==> config.mk <==
export PLATFORM = sky130hd
export DESIGN_NAME = s2p_rx
export DESIGN_NICKNAME = d
export VERILOG_FILES = /design/src/rtl/s2p_rx.sv
export SDC_FILE = /design/constraint.sdc
export NUM_CORES = 1
export LEC_CHECK = 0
export ABC_AREA = 0
export BUFFER_PORTS_ARGS = -buffer_cell sky130_fd_sc_hd__buf_2
export CORE_MARGIN = 2
export CORE_UTILIZATION = 48
export CTS_CLUSTER_SIZE = 8
export DETAILED_ROUTE_END_ITERATION = 16
export MAX_ROUTING_LAYER = met4
export PLACE_DENSITY = 0.67
export SLEW_MARGIN = 20
export SYNTH_ARGS = -nofsm -noshare
export SYNTH_HDL_FRONTEND = slang
export SYNTH_SLANG_ARGS = --single-unit
==> constraint.sdc <==
create_clock -name clk -period 4.4 [get_ports clk]
set_input_delay 1.1 -clock clk [delete_from_list [all_inputs] [get_ports clk]]
set_output_delay 1.1 -clock clk [all_outputs]
set_load 0.02 [all_outputs]
==> src/rtl/s2p_rx.sv <==
// Serial-to-parallel receiver: assembles MSB-first words from a valid-qualified
// bit stream and buffers them in a first-word fall-through FIFO.
module s2p_rx #(
  parameter int unsigned WIDTH = 4,
  parameter int unsigned DEPTH = 4
) (
  input  logic                     clk,
  input  logic                     rst,
  input  logic                     data,
  input  logic                     vld,
  input  logic                     rd,
  output logic [WIDTH-1:0]         dout,
  output logic                     dout_vld,
  output logic [$clog2(DEPTH):0]   level,
  output logic                     full,
  output logic                     frm_err,
  output logic                     ovf
);

  localparam int unsigned PW = $clog2(DEPTH);
  localparam int unsigned LW = PW + 1;
  localparam int unsigned CW = (WIDTH > 1) ? $clog2(WIDTH) : 1;
  localparam logic [CW-1:0] CntLast = CW'(WIDTH - 1);
  localparam logic [LW-1:0] LvlFull = LW'(DEPTH);

  typedef enum logic {
    StIdle,
    StRecv
  } state_e;

  state_e           r_state;
  logic [CW-1:0]    r_cnt;
  logic [WIDTH-1:0] r_shift;
  logic             r_frm_err;
  logic             r_ovf;
  logic [LW-1:0]    r_level;
  logic [PW-1:0]    r_wptr;
  logic [PW-1:0]    r_rptr;
  logic [WIDTH-1:0] r_mem [DEPTH];

  logic [WIDTH-1:0] w_word;
  logic             w_push;
  logic             w_pop;
  logic             w_full;
  logic             w_wr;

  // Word as it stands after shifting in the current bit.
  assign w_word = {r_shift[WIDTH-2:0], data};
  assign w_push = vld && (r_cnt == CntLast);
  assign w_pop  = rd && (r_level != '0);
  assign w_full = (r_level == LvlFull);
  // A pop on the same edge frees the slot, so a full FIFO still accepts the word.
  assign w_wr   = w_push && (!w_full || w_pop);

  always_ff @(posedge clk or posedge rst) begin
    if (rst) begin
      r_state   <= StIdle;
      r_cnt     <= '0;
      r_shift   <= '0;
      r_frm_err <= 1'b0;
    end else begin
      r_frm_err <= 1'b0;
      unique case (r_state)
        StIdle: begin
          if (vld) begin
            r_shift <= w_word;
            r_cnt   <= CW'(1);
            r_state <= StRecv;
          end
        end
        StRecv: begin
          if (!vld) begin
            r_frm_err <= 1'b1;
            r_cnt     <= '0;
            r_shift   <= '0;
            r_state   <= StIdle;
          end else if (w_push) begin
            r_cnt   <= '0;
            r_shift <= '0;
            r_state <= StIdle;
          end else begin
            r_shift <= w_word;
            r_cnt   <= r_cnt + CW'(1);
          end
        end
        default: begin
          r_state <= StIdle;
          r_cnt   <= '0;
          r_shift <= '0;
        end
      endcase
    end
  end

  always_ff @(posedge clk or posedge rst) begin
    if (rst) begin
      r_wptr  <= '0;
      r_rptr  <= '0;
      r_level <= '0;
      r_ovf   <= 1'b0;
      for (int i = 0; i < int'(DEPTH); i++) begin
        r_mem[i] <= '0;
      end
    end else begin
      if (w_wr) begin
        r_mem[r_wptr] <= w_word;
        r_wptr        <= r_wptr + PW'(1);
      end
      if (w_pop) begin
        r_rptr <= r_rptr + PW'(1);
      end
      if (w_wr && !w_pop) begin
        r_level <= r_level + LW'(1);
      end else if (!w_wr && w_pop) begin
        r_level <= r_level - LW'(1);
      end
      if (w_push && !w_wr) begin
        r_ovf <= 1'b1;
      end
    end
  end

  assign dout     = (r_level != '0) ? r_mem[r_rptr] : '0;
  assign dout_vld = (r_level != '0);
  assign level    = r_level;
  assign full     = w_full;
  assign frm_err  = r_frm_err;
  assign ovf      = r_ovf;

endmodule

==> results.sh <==
export IMPL_insertedDiodeCount=0
export IMPL_coreArea_mm2=0.00281
export IMPL_pwr_density_cell_mw_per_mm2=623
export IMPL_std_cell_rows=19
export IMPL_slowest_delay_ns=0.55
export IMPL_slew_viol_final=0
export IMPL_rrSetupSlack_ns=2.17
export IMPL_cp_slowest_cell="mux4_2"
export IMPL_r2r_end="level[2]$_DFFE_PP0P_"
export IMPL_hp_class="flop to flop"
export IMPL_fillers=240
export IMPL_use_met3_pct=6.55
export IMPL_critPathLaunchType="flop"
export IMPL_antenna_found_initial=0
export IMPL_seq_area_frac_synth_pct=53.4
export IMPL_dp_cells=146
export IMPL_first_global_vias=918
export IMPL_synth_top_area_cell="dfrtp_1"
export IMPL_p_int_mw=0.668
export IMPL_clkTransAtPathRegs_ns=0.10
export IMPL_swShare_pct=34.4
export IMPL_synth_edf_count=0
export IMPL_wl_per_cell_um=16.0
export IMPL_yosys_warnings=0
export IMPL_clock_latency_ns=0.34
export IMPL_min_period_ns=2.84
export IMPL_cts_setup_buffers=0
export IMPL_finalHoldViolCount=0
export IMPL_drive_above_1_share_pct=39.8
export IMPL_cts_buffers=5
export IMPL_path_cells="mux4_2 > and2_1 > buf_2"
export IMPL_fin_crit_sh_pct=64.6
export IMPL_worst_r2r_cell_count=8
export IMPL_ctsRootBufferMaster="clkbuf_4"
export IMPL_cts_resized=0
export IMPL_met1_usage_pct=22.5
export IMPL_cts_max_level=2
export IMPL_port_buffers=15
export IMPL_setup_violations=0
export IMPL_critPathKind="flop to output port"
export IMPL_cts_tree="yes"
export IMPL_instances_no_fill=154
export IMPL_worstMarginPinSlew_ns=0.714
export IMPL_yosysUniqueCellTypes=24
export IMPL_cp_arrival_ns=1.74
export IMPL_postSynthNetCount=113
export IMPL_initial_utilization_pct=51.7
export IMPL_finalClockSkew_ns=0.0114
export IMPL_synth_cells=101
export IMPL_place_gp_congestion=0.799
export IMPL_grt_use_met2_pct=27.8
export IMPL_cts_hold_buffers=0
export IMPL_status="finished, violations left"
export IMPL_die_area_mm2=0.00348
export IMPL_regArea_um2=776
export IMPL_syn_area_mm2=0.00145
export IMPL_min_path_cells=1
export IMPL_grt_max_degree=20
export IMPL_power_frac_seq_pct=46.6
export IMPL_dp_hpwl_um=1880
export IMPL_vias_per_cell=5.52
export IMPL_synthFlopType="dfrtp_1"
export IMPL_drtIter0Drc=26
export IMPL_grt_overflow_total=0
export IMPL_min_delay_start="ovf$_DFFE_PP0P_"
export IMPL_grtUsageTotal_pct=18.3
export IMPL_p_leak_nw=0.795
export IMPL_yosys_register_bits=31
export IMPL_area_delta_synth_final_pct=12.6
export IMPL_syn_area_per_cell_um2=14.4
export IMPL_max_slew_margin_pct=52.3
export IMPL_dr_pass1_iters=9
export IMPL_synth_top_area_share_pct=53.4
export IMPL_p_switching_mw=0.350
export IMPL_clock_path_buffers=2
export IMPL_fin_setup_tns_ns=0
export IMPL_routed_wirelength_um=2470
export IMPL_r2r_start="level[1]$_DFFE_PP0P_"
export IMPL_fp_dieH_um=59.0
export IMPL_ir_worst_vdd_v=0.000344
export IMPL_multi_input_area_um2=653
export IMPL_worstSetupEndpointType="output port"
export IMPL_required_ns=3.30
export IMPL_drc=1
export IMPL_rsz0062_at_grt="no"
export IMPL_fmax_mhz=352
export IMPL_grt_pass1_wl_um=4390
export IMPL_violations="design-rule violations"
export IMPL_pin_count=16
export IMPL_cp_max_fo=6
export IMPL_numClockSinks=31
export IMPL_die_x_um=59.0
export IMPL_synth_commonest_cells="dfrtp_1 (31), mux2_2 (17), ha_1 (6)"
export IMPL_synth_most_common_cell="dfrtp_1"
export IMPL_ant_nets=0
export IMPL_holdPathEnd="ovf$_DFFE_PP0P_"
export IMPL_layout_nets=134
export IMPL_pwr_share_clk_pct=18.4
export IMPL_async_flop_share_pct=100
export IMPL_combPwrFrac_pct=35.0
export IMPL_vias=850
export IMPL_gr_max_usage_layer="met2"
export IMPL_synth_area_leaders="dfrtp_1 (53%), mux2_2 (13%), mux4_2 (6.2%)"
export IMPL_maxCapViolCount=0
-- routing by layer --
metal / part of all wire, % / up-vias
met5: 0 / -
met4: 1.9 / 0
met3: 3.6 / 5
met2: 49 / 15
met1: 46 / 432
li1: - / 398
-- how the worst max path moves through the flow --
stage,slack [ns],from,endpoint
3_5_place_dp,1.50,rd,level[1]$_DFFE_PP0P_
4_1_cts,1.52,r_rptr[0]$_DFFE_PP0P_,dout[3]
3_3_place_gp,1.54,rd,level[1]$_DFFE_PP0P_
5_1_grt,1.47,r_rptr[0]$_DFFE_PP0P_,dout[1]
6_report,1.56,r_rptr[0]$_DFFE_PP0P_,dout[3]
2_1_floorplan,1.74,rd,level[1]$_DFFE_PP0P_
-- logic make-up (layout without fill, tap and decap cells) --
| kind of cell | Yosys count | after routing | synth area share, % |
|---|---|---|---|
| AO/OA/AOI/OAI | 7 | 7 | 3.71 |
| adder cells (fa/ha/maj) | 7 | 7 | 6.55 |
| buffers and inverters | 6 | 28 | 1.55 |
| flip-flops | 31 | 31 | 53.4 |
| multiplexers | 22 | 22 | 20.2 |
| XOR/XNOR | 6 | 6 | 3.62 |
| AND/OR/NAND/NOR | 22 | 22 | 10.9 |
-- cell type report --
cell class | instances | share of cell area (%)
Clock buffer | 8 | 4.21
Inverter | 4 | 0.919
Tap cell | 31 | 2.37
Timing Repair Buffer | 16 | 5.05
Sequential cell | 31 | 47.5
Multi-Input combinational cell | 64 | 40.0
-- cell usage in the layout (no fill, tap or decap), types with 5 or more instances in the layout --
| cell type | instances |
|---|---|
| clkbuf_4 | 5 |
| mux2_2 | 17 |
| dfrtp_1 | 31 |
| ha_1 | 6 |
| buf_2 | 15 |
-- sequential cells by signal (all words and copies together) (netlist names) --
name and count:
level 3, r_wptr 2, r_rptr 2, frm_err 1
r_cnt 2, ovf 1, r_mem 16, r_shift 3
r_state 1
-- through the flow --
step / setup WS (ns) / hold slack [ns] / util, % / power, mW / area, um2
global route: 1.47 / 0.503 / 58.3 / 1.10 / 1630
floorplan: 1.74 / 0.443 / - / 0.740 / 1450
global placement: 1.54 / 0.434 / 55.8 / 0.833 / 1570
CTS: 1.52 / 0.476 / 58.3 / 1.04 / 1630
detailed placement: 1.50 / 0.456 / 55.8 / 0.847 / 1570
finish: 1.56 / 0.468 / 58.3 / 1.02 / 1630
-- worst max-delay path, delay by kind of cell (launching register included) --
family        cells  cell delay (ns)
buf+inv           1             0.15
simple gates      1             0.17
flops             1             0.53
mux               1             0.55
-- power groups by stage --
stage	registers [mW]	clock network, mW	logic (mW)
6_report	0.474	0.187	0.356
3_3_place_gp	0.480	0	0.353
3_5_place_dp	0.484	0	0.364
2_1_floorplan	0.469	0	0.271
5_1_grt	0.493	0.205	0.398
4_1_cts	0.478	0.193	0.365
No activity file was read; power rests on OpenSTA's default activity.
